--- config.mk ---
export PLATFORM = sky130hd
export DESIGN_NAME = uart_cmd_link
export DESIGN_NICKNAME = d
export VERILOG_FILES = /design/src/rtl/uart_cmd_pkg.sv /design/src/rtl/uart_rx_byte.sv /design/src/rtl/uart_cmd_link.sv
export SDC_FILE = /design/constraint.sdc
export NUM_CORES = 1
export LEC_CHECK = 0
export BUFFER_PORTS_ARGS = -buffer_cell sky130_fd_sc_hd__buf_2
export CAP_MARGIN = 20
export CORE_MARGIN = 3
export CORE_UTILIZATION = 53
export DETAILED_ROUTE_END_ITERATION = 12
export GPL_TIMING_DRIVEN = 1
export HOLD_SLACK_MARGIN = 0.08
export PLACE_DENSITY_LB_ADDON = 0.15
export SLEW_MARGIN = 10
export SYNTH_ARGS = -nofsm -noshare
export SYNTH_HDL_FRONTEND = slang
export SYNTH_SLANG_ARGS = --single-unit
--- constraint.sdc ---
create_clock -name clk -period 2.8 [get_ports clk]
set_input_delay 0.14 -clock clk [delete_from_list [all_inputs] [get_ports clk]]
set_output_delay 0.14 -clock clk [all_outputs]
set_load 0.02 [all_outputs]
--- src/rtl/uart_cmd_pkg.sv ---
// rtl/uart_cmd_pkg.sv - shared types and widths for the UART command link
package uart_cmd_pkg;

  localparam int CMD_W = 24;

  typedef enum logic [1:0] {
    RX_IDLE,
    RX_START,
    RX_DATA,
    RX_STOP
  } rx_state_e;

  typedef enum logic [1:0] {
    TX_IDLE,
    TX_START,
    TX_DATA,
    TX_STOP
  } tx_state_e;

endpackage

--- src/rtl/uart_rx_byte.sv ---
// rtl/uart_rx_byte.sv - UART byte receiver: 2-flop sync, mid-bit sampling FSM, shift register
module uart_rx_byte
  import uart_cmd_pkg::*;
#(
  parameter int CLKS_PER_BIT = 434
) (
  input  logic       clk,
  input  logic       rst,
  input  logic       rx_i,
  output logic [7:0] rx_data,
  output logic       rx_valid,
  output logic       rx_ferr,
  output logic       rx_start
);

  localparam int BAUD_W = $clog2(CLKS_PER_BIT);
  localparam logic [BAUD_W-1:0] HALF_LAST = BAUD_W'(CLKS_PER_BIT / 2 - 1);
  localparam logic [BAUD_W-1:0] FULL_LAST = BAUD_W'(CLKS_PER_BIT - 1);

  rx_state_e         state_q, state_d;
  logic [BAUD_W-1:0] baud_q, baud_d;
  logic [2:0]        bit_q, bit_d;
  logic [7:0]        shift_q, shift_d;
  logic [7:0]        data_q, data_d;
  logic              valid_q, valid_d;
  logic              ferr_q, ferr_d;
  logic              sync1_q, sync2_q, prev_q;
  logic              fall, half_tick, full_tick;

  assign fall      = prev_q & ~sync2_q;
  assign half_tick = (baud_q == HALF_LAST);
  assign full_tick = (baud_q == FULL_LAST);

  always_ff @(posedge clk or posedge rst) begin
    if (rst) begin
      sync1_q <= 1'b1;
      sync2_q <= 1'b1;
      prev_q  <= 1'b1;
      state_q <= RX_IDLE;
      baud_q  <= '0;
      bit_q   <= '0;
      shift_q <= '0;
      data_q  <= '0;
      valid_q <= 1'b0;
      ferr_q  <= 1'b0;
    end else begin
      sync1_q <= rx_i;
      sync2_q <= sync1_q;
      prev_q  <= sync2_q;
      state_q <= state_d;
      baud_q  <= baud_d;
      bit_q   <= bit_d;
      shift_q <= shift_d;
      data_q  <= data_d;
      valid_q <= valid_d;
      ferr_q  <= ferr_d;
    end
  end

  always_comb begin
    state_d = state_q;
    case (state_q)
      RX_IDLE:  if (fall) state_d = RX_START;
      // A start bit that is high again at mid-bit was a glitch
      RX_START: if (half_tick) state_d = sync2_q ? RX_IDLE : RX_DATA;
      RX_DATA:  if (full_tick && bit_q == 3'd7) state_d = RX_STOP;
      RX_STOP:  if (full_tick) state_d = RX_IDLE;
      default:  state_d = RX_IDLE;
    endcase
  end

  always_comb begin
    baud_d  = baud_q + 1'b1;
    bit_d   = bit_q;
    shift_d = shift_q;
    data_d  = data_q;
    valid_d = 1'b0;
    ferr_d  = 1'b0;
    case (state_q)
      RX_START: if (half_tick) baud_d = '0;
      RX_DATA: begin
        if (full_tick) begin
          baud_d  = '0;
          bit_d   = bit_q + 3'd1;
          shift_d = {sync2_q, shift_q[7:1]};
        end
      end
      RX_STOP: begin
        if (full_tick) begin
          baud_d = '0;
          if (sync2_q) begin
            valid_d = 1'b1;
            data_d  = shift_q;
          end else begin
            ferr_d = 1'b1;
          end
        end
      end
      default: begin
        baud_d = '0;
        bit_d  = '0;
      end
    endcase
  end

  assign rx_data  = data_q;
  assign rx_valid = valid_q;
  assign rx_ferr  = ferr_q;
  assign rx_start = (state_q == RX_IDLE) && fall;

endmodule

--- src/rtl/uart_cmd_link.sv ---
// rtl/uart_cmd_link.sv - 3-byte host command assembler with inter-byte timeout and response transmitter
module uart_cmd_link
  import uart_cmd_pkg::*;
#(
  parameter int CLKS_PER_BIT = 434,
  parameter int TIMEOUT_BITS = 32
) (
  input  logic             clk,
  input  logic             rst,
  input  logic             RX,
  output logic             TX,
  output logic [CMD_W-1:0] cmd,
  output logic             cmd_rdy,
  input  logic             clr_cmd_rdy,
  input  logic [7:0]       resp_data,
  input  logic             send_resp,
  output logic             resp_sent
);

  localparam int BAUD_W = $clog2(CLKS_PER_BIT);
  localparam logic [BAUD_W-1:0] FULL_LAST = BAUD_W'(CLKS_PER_BIT - 1);
  localparam int TO_W = $clog2(TIMEOUT_BITS * CLKS_PER_BIT + 1);
  localparam logic [TO_W-1:0] TO_LAST = TO_W'(TIMEOUT_BITS * CLKS_PER_BIT - 1);

  logic [7:0] rx_data;
  logic       rx_valid, rx_ferr, rx_start;

  uart_rx_byte #(
    .CLKS_PER_BIT(CLKS_PER_BIT)
  ) u_rx (
    .clk      (clk),
    .rst      (rst),
    .rx_i     (RX),
    .rx_data  (rx_data),
    .rx_valid (rx_valid),
    .rx_ferr  (rx_ferr),
    .rx_start (rx_start)
  );

  logic [CMD_W-1:0] cmd_q, cmd_d;
  logic             rdy_q, rdy_d;
  logic [1:0]       byte_cnt_q, byte_cnt_d;
  logic [TO_W-1:0]  to_q, to_d;

  always_ff @(posedge clk or posedge rst) begin
    if (rst) begin
      cmd_q      <= '0;
      rdy_q      <= 1'b0;
      byte_cnt_q <= '0;
      to_q       <= '0;
    end else begin
      cmd_q      <= cmd_d;
      rdy_q      <= rdy_d;
      byte_cnt_q <= byte_cnt_d;
      to_q       <= to_d;
    end
  end

  always_comb begin
    cmd_d      = cmd_q;
    rdy_d      = rdy_q;
    byte_cnt_d = byte_cnt_q;
    to_d       = to_q + 1'b1;
    if (clr_cmd_rdy) rdy_d = 1'b0;
    // Gap timer restarts on every start edge and only runs mid-command
    if (byte_cnt_q == 2'd0 || rx_start) begin
      to_d = '0;
    end else if (to_q == TO_LAST) begin
      to_d       = '0;
      byte_cnt_d = 2'd0;
    end
    if (rx_ferr) begin
      byte_cnt_d = 2'd0;
    end else if (rx_valid && !rdy_q) begin
      case (byte_cnt_q)
        2'd0: begin
          cmd_d[CMD_W-1 -: 8] = rx_data;
          byte_cnt_d          = 2'd1;
        end
        2'd1: begin
          cmd_d[15:8] = rx_data;
          byte_cnt_d  = 2'd2;
        end
        default: begin
          cmd_d[7:0] = rx_data;
          byte_cnt_d = 2'd0;
          rdy_d      = 1'b1;
        end
      endcase
    end
  end

  assign cmd     = cmd_q;
  assign cmd_rdy = rdy_q;

  tx_state_e         tx_state_q, tx_state_d;
  logic [BAUD_W-1:0] tx_baud_q, tx_baud_d;
  logic [2:0]        tx_bit_q, tx_bit_d;
  logic [7:0]        tx_shift_q, tx_shift_d;
  logic              tx_full;

  assign tx_full = (tx_baud_q == FULL_LAST);

  always_ff @(posedge clk or posedge rst) begin
    if (rst) begin
      tx_state_q <= TX_IDLE;
      tx_baud_q  <= '0;
      tx_bit_q   <= '0;
      tx_shift_q <= '0;
    end else begin
      tx_state_q <= tx_state_d;
      tx_baud_q  <= tx_baud_d;
      tx_bit_q   <= tx_bit_d;
      tx_shift_q <= tx_shift_d;
    end
  end

  always_comb begin
    tx_state_d = tx_state_q;
    case (tx_state_q)
      TX_IDLE:  if (send_resp) tx_state_d = TX_START;
      TX_START: if (tx_full) tx_state_d = TX_DATA;
      TX_DATA:  if (tx_full && tx_bit_q == 3'd7) tx_state_d = TX_STOP;
      TX_STOP:  if (tx_full) tx_state_d = TX_IDLE;
      default:  tx_state_d = TX_IDLE;
    endcase
  end

  always_comb begin
    tx_baud_d  = tx_baud_q + 1'b1;
    tx_bit_d   = tx_bit_q;
    tx_shift_d = tx_shift_q;
    case (tx_state_q)
      TX_IDLE: begin
        tx_baud_d = '0;
        tx_bit_d  = '0;
        if (send_resp) tx_shift_d = resp_data;
      end
      TX_DATA: begin
        if (tx_full) begin
          tx_baud_d  = '0;
          tx_bit_d   = tx_bit_q + 3'd1;
          tx_shift_d = {1'b0, tx_shift_q[7:1]};
        end
      end
      default: if (tx_full) tx_baud_d = '0;
    endcase
  end

  always_comb begin
    TX        = 1'b1;
    resp_sent = 1'b0;
    case (tx_state_q)
      TX_START: TX = 1'b0;
      TX_DATA:  TX = tx_shift_q[0];
      TX_STOP:  resp_sent = tx_full;
      default:  TX = 1'b1;
    endcase
  end

endmodule

# Yosys cells after proc, flatten, opt, wreduce, memory -nomap -nowiden
# Cells that the tools add are included.
dict set report classes {
  bitwise 5
  add_sub_neg 5
  n_mux 42
  n_eq_ne 24
  n_reduce_logical 25
}
# op count
set ops {}
lappend ops {{9-bit two-way mux} 4}
lappend ops {{14-bit two-way mux} 2}
lappend ops {{2-bit two-way mux} 13}
lappend ops {{9-bit by 1-bit adder with 9-bit output (second input constant)} 2}
lappend ops {{9-bit == test (second input constant)} 2}
lappend ops {{9-bit one-hot mux with 2 select lines} 1}
lappend ops {{8-bit two-way mux} 2}
lappend ops {{2-bit one-hot mux with 4 select lines} 2}
lappend ops {{8-bit one-hot mux with 2 select lines} 1}
lappend ops {{3-bit AND reduction} 5}
lappend ops {{14-bit by 1-bit adder with 14-bit output (second input constant)} 1}
lappend ops {{14-bit == test (second input constant)} 1}
lappend ops {{3-bit one-hot mux with 2 select lines} 2}
lappend ops {{1-bit two-way mux} 11}
lappend ops {{2-bit by 1-bit != test with 1-bit output (second input constant)} 5}
lappend ops {{2-bit != test (second input constant)} 5}
lappend ops {{9-bit by 8-bit == test with 1-bit output (second input constant)} 1}
lappend ops {{2-bit == test (second input constant)} 4}
lappend ops {{2-bit AND reduction} 4}
lappend ops {{4-bit AND reduction} 2}
lappend ops {{3-bit by 1-bit adder with 3-bit output (second input constant)} 2}
lappend ops {{2-bit by 1-bit == test with 1-bit output (second input constant)} 3}
lappend ops {{3-bit == test (second input constant)} 2}
lappend ops {{2-bit logical NOT} 3}
lappend ops {{other kinds (12)} 21}
dict set report word_totals {
  output_inout_bits 27
  in_bits 13
  reg_bits 98
}

# Logic depth before layout (Yosys ltp)
dict set report depth {
  depth_word 7
  mapped_depth 8
  ltp_nobuf 6
}

# Cells and area by module
# A second synthesis with hierarchy kept.
dict set report unflattened {
  cells_unflattened 368
  hier_area_um2 4515.6
}
# mod instances area_per_inst_um2 seq_area_each_um2 cells_per_inst
set by_module_without_submodules {}
lappend by_module_without_submodules {uart_cmd_link 1 2911.5 1576.5 242}
lappend by_module_without_submodules {uart_rx_byte 1 1604.0 879.6 126}

# Least setup slack after synthesis
# Ideal clock, no wire load.
dict set report synth_timing {
  path_kind {reg-to-reg}
  start {register u_rx.baud_q[1]}
  end {register u_rx.shift_q[0]}
  arrival_time_ns 1.965
  slack_ns 0.710
  t_required_ns 2.675
  stages_incl_launch_ff 8
  cell_sequence {dfrtp_1 > inv_1 > ha_1 > nand4_1 > or4_1 > buf_2 > nor3_4 > mux2_2}
}
dict set report synth_via {
  elab_chain_len 2
}
# item line
set synth_rtl {}
lappend synth_rtl {{start: declaration} uart_rx_byte.sv:21} ;# logic [BAUD_W-1:0] baud_q, baud_d;
lappend synth_rtl {{start signal: assignment} uart_rx_byte.sv:51} ;# baud_q <= baud_d;
lappend synth_rtl {{9-bit == test} uart_rx_byte.sv:32} ;# assign full_tick = (baud_q == FULL_LAST);
lappend synth_rtl {{2-bit AND reduction (no line)} n/a}
lappend synth_rtl {{end signal: assignment} uart_rx_byte.sv:53} ;# shift_q <= shift_d;
lappend synth_rtl {{end: declaration} uart_rx_byte.sv:23} ;# logic [7:0] shift_q, shift_d;
# No other way between the ends.
# A chain may end at the register's enable or synchronous reset.

# Worst setup path in the final report
dict set report layout_timing {
  start {register u_rx.baud_q[1]}
  end {register u_rx.shift_q[5]}
}
# The elaborated chain is that of the path after synthesis.

==> run metrics <==
GRT Util Overall=between 10% and 20%; Yosys warnings=0; critical path cell sequence=inv_1 -> ha_1 -> nand4_1 -> or4_1 -> nor3_4 -> mux2_2; vias in the first global route=2913; largest net degree at the start of global routing=between 50 and 60; die area=about 9400 sq um; Layout area overhead=12.8%; initial core utilization=55.6%; Synth area leader=dfrtp_1; Max Cap Viol=0; # resized after CTS=0; Synth Flop Type=dfrtp_1; die width=approximately 97 um; PwrDens=between 600 and 700 nW/um^2; outcome=completed; Async S/R FF share, synth=100%; Setup Buffers After CTS=0; Top Ports=40; global-route wire length before repair=between 10000 and 15000 um; total CTS buffers=9; CP required=between 3000 and 4000 ps; CTS H-Tree Depth=3; crit share post-route=~81%; Hold Path Class=primary input to register; EDFF count, synth=0; NetSw=between 0.001 and 0.0015 W; Port-buffer cells=39; DP Cell Count=~500; Pre-antenna DRT Iters=4; #FFs+latches synth=98; Chip Height=97 um; Crit-path slowest cell=or4_1; Critical Path Fanout Max=10; Worst Reg-to-Reg Cells=6; VDD IR max=between 300 and 400 uV; final setup vio count=0; worst skew pair latency=about 360 ps; Cell Rows=32; LEAKAGE=roughly 2.4 nW; # DRC=0; max frequency=0.442 GHz; multi-input logic area=~1800 sq um; Seq/Total Area, Yosys=56.0%; Gate power share=about a fifth; share of layout cells above drive strength 1=roughly a third; cells after synthesis=361; Reg power frac=52.8%; clock sink total=just under 100; clock skew=between 9 and 10 ps; Worst-path clk slew=roughly 100 ps; endpoints failing hold=0; Critical Path End Type=register; Switching Share=around 31%; ANT nets after route=0; register area=2460 sq um; post-DP HPWL=slightly above 5000 um; Max-Slew Margin vs Limit=roughly 57%; Max stage delay on crit path=620 ps; Place WS=502 ps; core box area=~7900 sq um; Avg Inst Size Synth=~12 sq um; DRT Wirelength=7490 um; Worst-Margin Slew=around 640 ps; root buffer cell=clkbuf_8; WS Path Type=register to register; Filler cells=620; P_int=0.00225 W; DR vias/cell=between 5 and 6; Yosys top cell area share=a little over half; ANT cells=0; Unique masters post-synth=46; GP Congestion=0.785; Hold Crit Depth=3; synth top area cells=dfrtp_1 54%, mux2_2 15%, ha_1 4.3%, xnor2_1 3.8%, nor2_1 3.5%; WL/cell=approximately 14 um; unrepaired setup endpoints after global routing=false; TritonCTS clock tree=yes; 1st-iter DRT viols=94; Synthesized Nets=roughly 390; clock power share=a little over a quarter; critical path launch point type=register; critical path arrival=2510 ps; Final Net Count=approximately 440; Cell Area, Synth=between 4000 and 5000 sq um; clk buf depth=2; Setup TNS Final=0 ps; Slew Limit Fails=0; Final Instance Count excl. Fillers=about 520; initial antenna violation count=0; worst setup margin=approximately 540 ps; gr ovfl total=0; routed via count=2772; Final Critical Period=about 2300 ps
==> critical path: cells and delay by family (launching register included) <==
family | cells | cell delay, ps
AND/OR/NAND/NOR | 3 | 1140
flip-flops | 1 | 410
multiplexers | 1 | 390
adder cells (fa/ha/maj) | 1 | 140
buffers and inverters | 1 | 80
==> repair_timing <==
action                                  in CTS  in global routing
endpoints found under the hold margin       54                  0
hold buffers                                 4                  0
endpoints found under the setup margin       0                  0
==> registers in the layout, indices dropped and copies added (netlist names), named ones only <==
name and flops:
byte_cnt_q 2, cmd 24, cmd_rdy 1, to_q 14, tx_baud_q 9, tx_bit_q 3
tx_shift_q 8, tx_state_q 2, u_rx.baud_q 9, u_rx.bit_q 3, u_rx.prev_q 1, u_rx.rx_data 8
u_rx.rx_ferr 1, u_rx.rx_valid 1, u_rx.shift_q 8, u_rx.state_q 1, u_rx.sync1_q 1, u_rx.sync2_q 1
==> layout by cell type (no fill, tap or decap), types with 3 or more instances in the layout <==
cell type and instances:
dfstp_2 3, nand4_1 4, nand2b_1 3, dfrtp_1 95
buf_2 39, buf_4 4, a31oi_1 4, nor3_1 10
or2_2 3, clkbuf_8 9, nand2_1 15, inv_1 16
nand3_1 12, nor4_1 4, nor2b_1 4, dlygate4sd3_1 4
xnor2_1 19, o21ai_0 5, clkinv_4 3, a21oi_1 4
ha_1 15, xor2_1 6, nor2_1 41, mux2_2 57
==> stage by stage <==
step,util [%],power (W),instance area [sq um],hold slack [ps]
floorplan,-,0.00227,4390,144
global placement,59.9,0.00241,4730,246
detailed placement,59.9,0.00245,4730,246
CTS,62.8,0.00332,4950,90.3
global route,62.8,0.00348,4950,116
finish,62.8,0.00326,4950,110
==> path summary, 6_finish.rpt <==
| check | from | endpoint | slack (ps) |
|---|---|---|---|
| max | u_rx.baud_q[1] | u_rx.shift_q[5] | 540 |
| min | send_resp | tx_shift_q[7] | 110 |
| max reg2reg | u_rx.baud_q[1] | u_rx.shift_q[5] | 540 |
| min reg2reg | u_rx.sync1_q | u_rx.sync2_q | 360 |
| max in group asynchronous | rst | u_rx.prev_q | 1620 |
| min in group asynchronous | rst | tx_baud_q[0] | 430 |
==> final cells by class <==
class	instances	area share, %
clock inverters	7	1.21
inverters	17	1.34
clock buffers	9	2.50
repair buffers	48	5.76
multi-input cells	237	37.0
flip-flops and latches	98	49.6
well taps	102	2.58
==> synth_stat cells (4+ instances only) <==
master    instances
nand4_1           4
a31oi_1           4
ha_1             15
nand2_1          15
clkbuf_1          7
o21ai_0           5
nor2_1           41
xnor2_1          19
nor2b_1           4
inv_1            17
dfrtp_1          95
xor2_1            6
mux2_2           57
nor4_1            4
nor3_1           10
nand3_1          12
a21oi_1           4
==> kinds of logic (layout without fill, tap and decap cells) <==
logic type / after synthesis / count (layout) / share of synthesized area, %
DFF: 98 / 98 / 56.0
xor gates and xnor gates: 25 / 25 / 4.99
and+or+nand+nor: 110 / 110 / 12.8
muxes: 59 / 59 / 15.1
adders and majority gates: 15 / 15 / 4.28
buffers and inverters: 26 / 81 / 2.28
AOI/OAI and AO/OA: 28 / 28 / 4.65
==> power groups by stage <==
stage | combinational (W) | clock [W] | sequential [W]
floorplan | 0.000562 | 0 | 0.00171
global route | 0.000796 | 0.000944 | 0.00174
detailed placement | 0.000699 | 0 | 0.00175
finish | 0.000690 | 0.000848 | 0.00172
global placement | 0.000673 | 0 | 0.00174
CTS | 0.000708 | 0.000888 | 0.00172
==> per-layer routing <==
layer / vias up / wire length (um) / GRT usage [%]
li1: 1354 / - / -
met2: 39 / 3590 / 29.0
met5: - / 0 / 0
met4: 0 / 61 / 4.10
met3: 7 / 263 / 4.61
met1: 1372 / 3570 / 22.6
Note: power is estimated with default switching activity, not from simulation.
